`src/rtl/roll_pkg.sv`:
```
// rtl/roll_pkg.sv - die codes, sequencer states and die-to-BCD load value mapping
package roll_pkg;

    localparam logic [2:0] D4       = 3'd0;
    localparam logic [2:0] D6       = 3'd1;
    localparam logic [2:0] D8       = 3'd2;
    localparam logic [2:0] D10      = 3'd3;
    localparam logic [2:0] D12      = 3'd4;
    localparam logic [2:0] D20      = 3'd5;
    localparam logic [2:0] D100     = 3'd6;
    localparam logic [2:0] DIE_NONE = 3'd7;

    typedef enum logic [1:0] {
        IDLE   = 2'd0,
        ROLL   = 2'd1,
        SETTLE = 2'd2
    } state_t;

    // d100 loads 00, which the two-digit counter displays as 100
    function automatic logic [7:0] die_to_bcd(input logic [2:0] die);
        logic [7:0] val;
        case (die)
            D4:      val = 8'h04;
            D6:      val = 8'h06;
            D8:      val = 8'h08;
            D10:     val = 8'h10;
            D12:     val = 8'h12;
            D20:     val = 8'h20;
            D100:    val = 8'h00;
            default: val = 8'h00;
        endcase
        return val;
    endfunction

endpackage

```
`src/rtl/settle_timer.sv`:
```
// rtl/settle_timer.sv - decelerating step timer: step k fires after k+1 ticks
module settle_timer #(
    parameter int SETTLE_STEPS = 6
) (
    input  logic clk,
    input  logic rst_n,
    input  logic tick,
    input  logic clear,
    input  logic enable,
    output logic fire,
    output logic last
);

    logic [3:0] k;
    logic [3:0] ic;

    // a tick that would bring ic to k+1 is the step opportunity
    assign fire = enable && tick && (ic == k);
    assign last = fire && (k == 4'(SETTLE_STEPS - 1));

    // count ticks within the current interval and completed intervals
    always_ff @(posedge clk) begin
        if (!rst_n || clear) begin
            k  <= 4'd0;
            ic <= 4'd0;
        end else if (enable && tick) begin
            if (fire) begin
                k  <= k + 4'd1;
                ic <= 4'd0;
            end else begin
                ic <= ic + 4'd1;
            end
        end
    end

endmodule

```
`src/rtl/roll_sequencer.sv`:
```
// rtl/roll_sequencer.sv - dice-roll FSM driving the BCD countdown counter strobes
module roll_sequencer
    import roll_pkg::*;
#(
    parameter int SETTLE_STEPS = 6
) (
    input  logic       clk,
    input  logic       rst_n,
    input  logic       tick,
    input  logic       btn_any,
    input  logic [2:0] die_sel,
    input  logic       cnt_is_one,
    output logic       step,
    output logic       load,
    output logic [7:0] load_val,
    output logic       blank,
    output logic       busy,
    output logic       done
);

    state_t     state;
    logic [2:0] die_reg;
    logic       timer_clear;
    logic       timer_enable;
    logic       fire;
    logic       last;

    // counters restart on every release; a press in SETTLE masks the tick
    assign timer_clear  = (state == ROLL) && !btn_any;
    assign timer_enable = (state == SETTLE) && !btn_any;

    settle_timer #(
        .SETTLE_STEPS(SETTLE_STEPS)
    ) u_settle_timer (
        .clk   (clk),
        .rst_n (rst_n),
        .tick  (tick),
        .clear (timer_clear),
        .enable(timer_enable),
        .fire  (fire),
        .last  (last)
    );

    // state transitions with registered one-cycle strobes
    always_ff @(posedge clk) begin
        if (!rst_n) begin
            state    <= IDLE;
            die_reg  <= DIE_NONE;
            step     <= 1'b0;
            load     <= 1'b0;
            load_val <= 8'h00;
            blank    <= 1'b0;
            busy     <= 1'b0;
            done     <= 1'b0;
        end else begin
            step <= 1'b0;
            load <= 1'b0;
            done <= 1'b0;
            case (state)
                IDLE: begin
                    if (btn_any && die_sel != DIE_NONE) begin
                        die_reg  <= die_sel;
                        load_val <= die_to_bcd(die_sel);
                        load     <= 1'b1;
                        blank    <= 1'b1;
                        busy     <= 1'b1;
                        state    <= ROLL;
                    end else if (btn_any && die_reg != DIE_NONE) begin
                        load_val <= die_to_bcd(die_reg);
                        load     <= 1'b1;
                        blank    <= 1'b1;
                        busy     <= 1'b1;
                        state    <= ROLL;
                    end
                end
                ROLL: begin
                    if (btn_any) begin
                        load <= cnt_is_one;
                        step <= !cnt_is_one;
                    end else begin
                        blank <= 1'b0;
                        state <= SETTLE;
                    end
                end
                SETTLE: begin
                    if (btn_any) begin
                        blank <= 1'b1;
                        state <= ROLL;
                    end else if (fire) begin
                        load <= cnt_is_one;
                        step <= !cnt_is_one;
                        if (last) begin
                            done  <= 1'b1;
                            busy  <= 1'b0;
                            state <= IDLE;
                        end
                    end
                end
                default: begin
                    blank <= 1'b0;
                    busy  <= 1'b0;
                    state <= IDLE;
                end
            endcase
        end
    end

endmodule

```
`config.mk`:
```
export PLATFORM = sky130hd
export DESIGN_NAME = roll_sequencer
export DESIGN_NICKNAME = d
export VERILOG_FILES = /design/src/rtl/roll_pkg.sv /design/src/rtl/settle_timer.sv /design/src/rtl/roll_sequencer.sv
export SDC_FILE = /design/constraint.sdc
export NUM_CORES = 1
export LEC_CHECK = 0
export BUFFER_PORTS_ARGS = -buffer_cell sky130_fd_sc_hd__buf_4
export CORE_AREA = 2 2 63 65
export CTS_CLUSTER_DIAMETER = 30
export CTS_CLUSTER_SIZE = 40
export DETAILED_ROUTE_END_ITERATION = 10
export DIE_AREA = 0 0 65 67
export GPL_TIMING_DRIVEN = 1
export PLACE_DENSITY = 0.65
export SYNTH_ARGS = -nofsm -noshare
export SYNTH_HDL_FRONTEND = slang
export SYNTH_HIERARCHICAL = 1
export SYNTH_SLANG_ARGS = --single-unit
```
`constraint.sdc`:
```
create_clock -name clk -period 6.1 [get_ports clk]
set_input_delay 1.83 -clock clk [delete_from_list [all_inputs] [get_ports clk]]
set_output_delay 1.83 -clock clk [all_outputs]
set_load 0.01 [all_outputs]
```
==> flow_summary.json <==
{
  "outcome": "completed",
  "drc": 0,
  "yosysTopAreaCellShare_pct": 33.4,
  "coreArea_um2": 3610,
  "hold_class": "reg -> reg",
  "highest_layer": "met4",
  "clock-sinks": 23,
  "synth_seq_area_share_pct": 33.4,
  "synth.distinct_cells": 48,
  "clkLatencyLatePin_ps": 270,
  "synth_cells": 171,
  "pwr-share-seq_pct": 44.4,
  "yosys_warnings": 6,
  "antenna_found_initial": 0,
  "synth_compound_area_share_pct": 21.5,
  "synthFlopType": "dfxtp_1",
  "slew_violations": 0,
  "route.antenna.remaining_nets": 0,
  "hold_violations": 0,
  "cts_max_level": 1,
  "slowest_stage": "or4_1",
  "cp_top_family": "simple AND/OR/NAND/NOR gates",
  "synth-adder-area-share_pct": 6.35,
  "wl_met1_um": 1400,
  "fin_crit_ps": 4190,
  "syn_area_um2": 1380,
  "grt_pass1_vias": 1089,
  "final_util_pct": 42.7,
  "synth.area.mux_share_pct": 0,
  "worstPathMaxFanout": 12,
  "ctsResizeCount": 0,
  "die_w_um": 65,
  "cts_tree": "yes",
  "critical_path_class": "in -> reg",
  "firstDrtPassIters": 4,
  "synthArstFlopShare_pct": 0,
  "cts_hold_buffers": 0,
  "nets": 198,
  "grt_max_degree": 20,
  "grt_usage_pct": 14.4,
  "io_buffers": 17,
  "finalSetupViolCount": 0,
  "worst_pin_slew_ps": 590,
  "internal_power_uw": 276,
  "dr_wl_met2_um": 1260,
  "yosys-top-cells-area": "dfxtp_1, ha_1, nand2_1",
  "leakage_uw": 0.000631,
  "power_switching_uw": 146,
  "drt_iter0_markers": 124,
  "reg_top3": "load_val: 5 flops, u_settle_timer/ic: 4 flops, u_settle_timer/k: 4 flops",
  "wl_um": 2870,
  "end_kind": "flop",
  "vias": 1244,
  "die-height_um": 67,
  "synth_common_cells": "dfxtp_1, nand2_1, a21oi_1, o21ai_0, nor2_1",
  "clock_skew_ps": 3.94,
  "worst-path-buf-inv": 1,
  "cts_buffers": 3,
  "drive_above_1_share_pct": 14.8,
  "ir_worst_vdd_uv": 175,
  "grt_overflow": 0,
  "grt_pass1_wl_um": 4980,
  "post-route-period-util_pct": 68.6,
  "area_growth_pct": 11.7,
  "cp_data_required_time_ps": 6290,
  "core.rowCount": 22,
  "synth_top_family_by_area": "simple AND/OR/NAND/NOR gates",
  "diodes": 0,
  "synth_xor_area_share_pct": 3.17,
  "wl_per_cell_um": 12.5,
  "p_total_uw": 422,
  "largest_reg_flops": 5,
  "synth_edf_count": 0,
  "io-pin-count": 21,
  "start_util_pct": 38.3,
  "crit_arrival_ps": 4370,
  "cts.clk_slew.worst_paths_ps": 90,
  "yosysMostFrequentCell": "dfxtp_1",
  "synth.avg_cell_area_um2": 8.07,
  "dr_wl_met3_um": 169,
  "comb_power_share_pct": 32.5,
  "largest-register": "load_val",
  "die_area_um2": 4360,
  "routabilityCongestion": 0.832,
  "setup_tns_ps": 0,
  "powerDensity_nw_per_um2": 274,
  "cts.path.max_buffers": 2,
  "rsz0062_at_grt": "false",
  "cp_common_cell": "nand2_1",
  "dp_hpwl_um": 2080,
  "clock_power_share_pct": 23.1,
  "start_kind": "input pin",
  "switching_share_pct": 34.5,
  "root_buffer": "clkbuf_8",
  "crit_path_cell_trace": "buf_4, nor2b_1, nand2_1, or4_1, nor4_1, nand2_1, a211oi_1, o211ai_1, o31ai_1",
  "max_freq_ghz": 0.239,
  "maxCapViolations": 0,
  "avgViaCountPerCell": 5.41,
  "critical-path-max-stage-delay_ps": 670,
  "slew_headroom_pct": 60.3,
  "ys_ff_latch": 23,
  "cts_setup_buffers": 0,
  "synth-simple-area-share_pct": 27.4,
  "synth_area_leader_cell": "dfxtp_1"
}
-- cells in the final DEF, fill, tap and decap left out, types with 2 or more instances in the layout --
| master | instances |
|---|---|
| dfxtp_1 | 23 |
| nand2_1 | 21 |
| buf_4 | 17 |
| a21oi_1 | 11 |
| o21ai_0 | 11 |
| nor2_1 | 9 |
| inv_1 | 8 |
| a31oi_1 | 7 |
| ha_1 | 7 |
| a211oi_1 | 4 |
| nand3_1 | 4 |
| nor3_1 | 4 |
| xor2_1 | 4 |
| or3_1 | 4 |
| nand3b_1 | 3 |
| conb_1 | 3 |
| clkbuf_8 | 3 |
| or4_1 | 3 |
| nor2b_1 | 2 |
| o211ai_1 | 2 |
| o31ai_1 | 2 |
| nand2b_1 | 2 |
| and3b_1 | 2 |
| a21o_1 | 2 |
| nor4_1 | 2 |
| or4_2 | 2 |
-- cell families (layout without fill, tap and decap cells) --
kind of cell | after synthesis | count (layout)
xor gates and xnor gates | 5 | 5
and+or+nand+nor | 68 | 68
buffers and inverters | 20 | 29
DFF | 23 | 23
AOI/OAI and AO/OA | 47 | 47
adders and majority gates | 7 | 7
other | 1 | 3
-- cell type report --
class	count	area, um2
clock inverter	1	5.00
tap	48	60.1
multi-input combinational	130	817
sequential	23	460
clock buffer	3	41.3
timing repair buffer	17	128
inverter	8	30.0
fill	368	2060
-- worst min-delay path: cells and delay by family (launching register included) --
family / cells / cell delay (ps)
simple gates: 1 / 50
compound gates: 1 / 50
flops: 1 / 320
-- layer usage --
layer	vias up	global-route usage [%]
met5	-	0
met4	0	3.99
met3	4	3.89
met2	36	22.2
met1	570	19.8
li1	634	-
-- power groups by stage --
stage | clock network (uW) | logic, uW | registers, uW
CTS | 101 | 137 | 187
detailed placement | 0 | 136 | 191
finish | 97.4 | 137 | 187
global placement | 0 | 135 | 190
floorplan | 0 | 93.9 | 192
global route | 108 | 154 | 190
-- metrics by stage --
step	setup WS [ps]	instance area, um2	instances	hold WS, ps
finish	1910	1540	230	458
global route	1730	1540	230	481
CTS	1970	1540	230	459
detailed placement	1700	1500	226	445
global placement	1740	1500	226	444
floorplan	2030	1390	173	468
-- path summary, 6_finish.rpt --
kind	depth (start not counted)	slack, ps	start	end
worst min-delay path	2	460	load_val[5]	load_val[5]
worst max register to register	10	2900	state[0]	state[0]
worst max-delay path	9	1910	btn_any	state[0]
worst min register to register	2	460	load_val[5]	load_val[5]
Power figures use the tool's default switching activity.
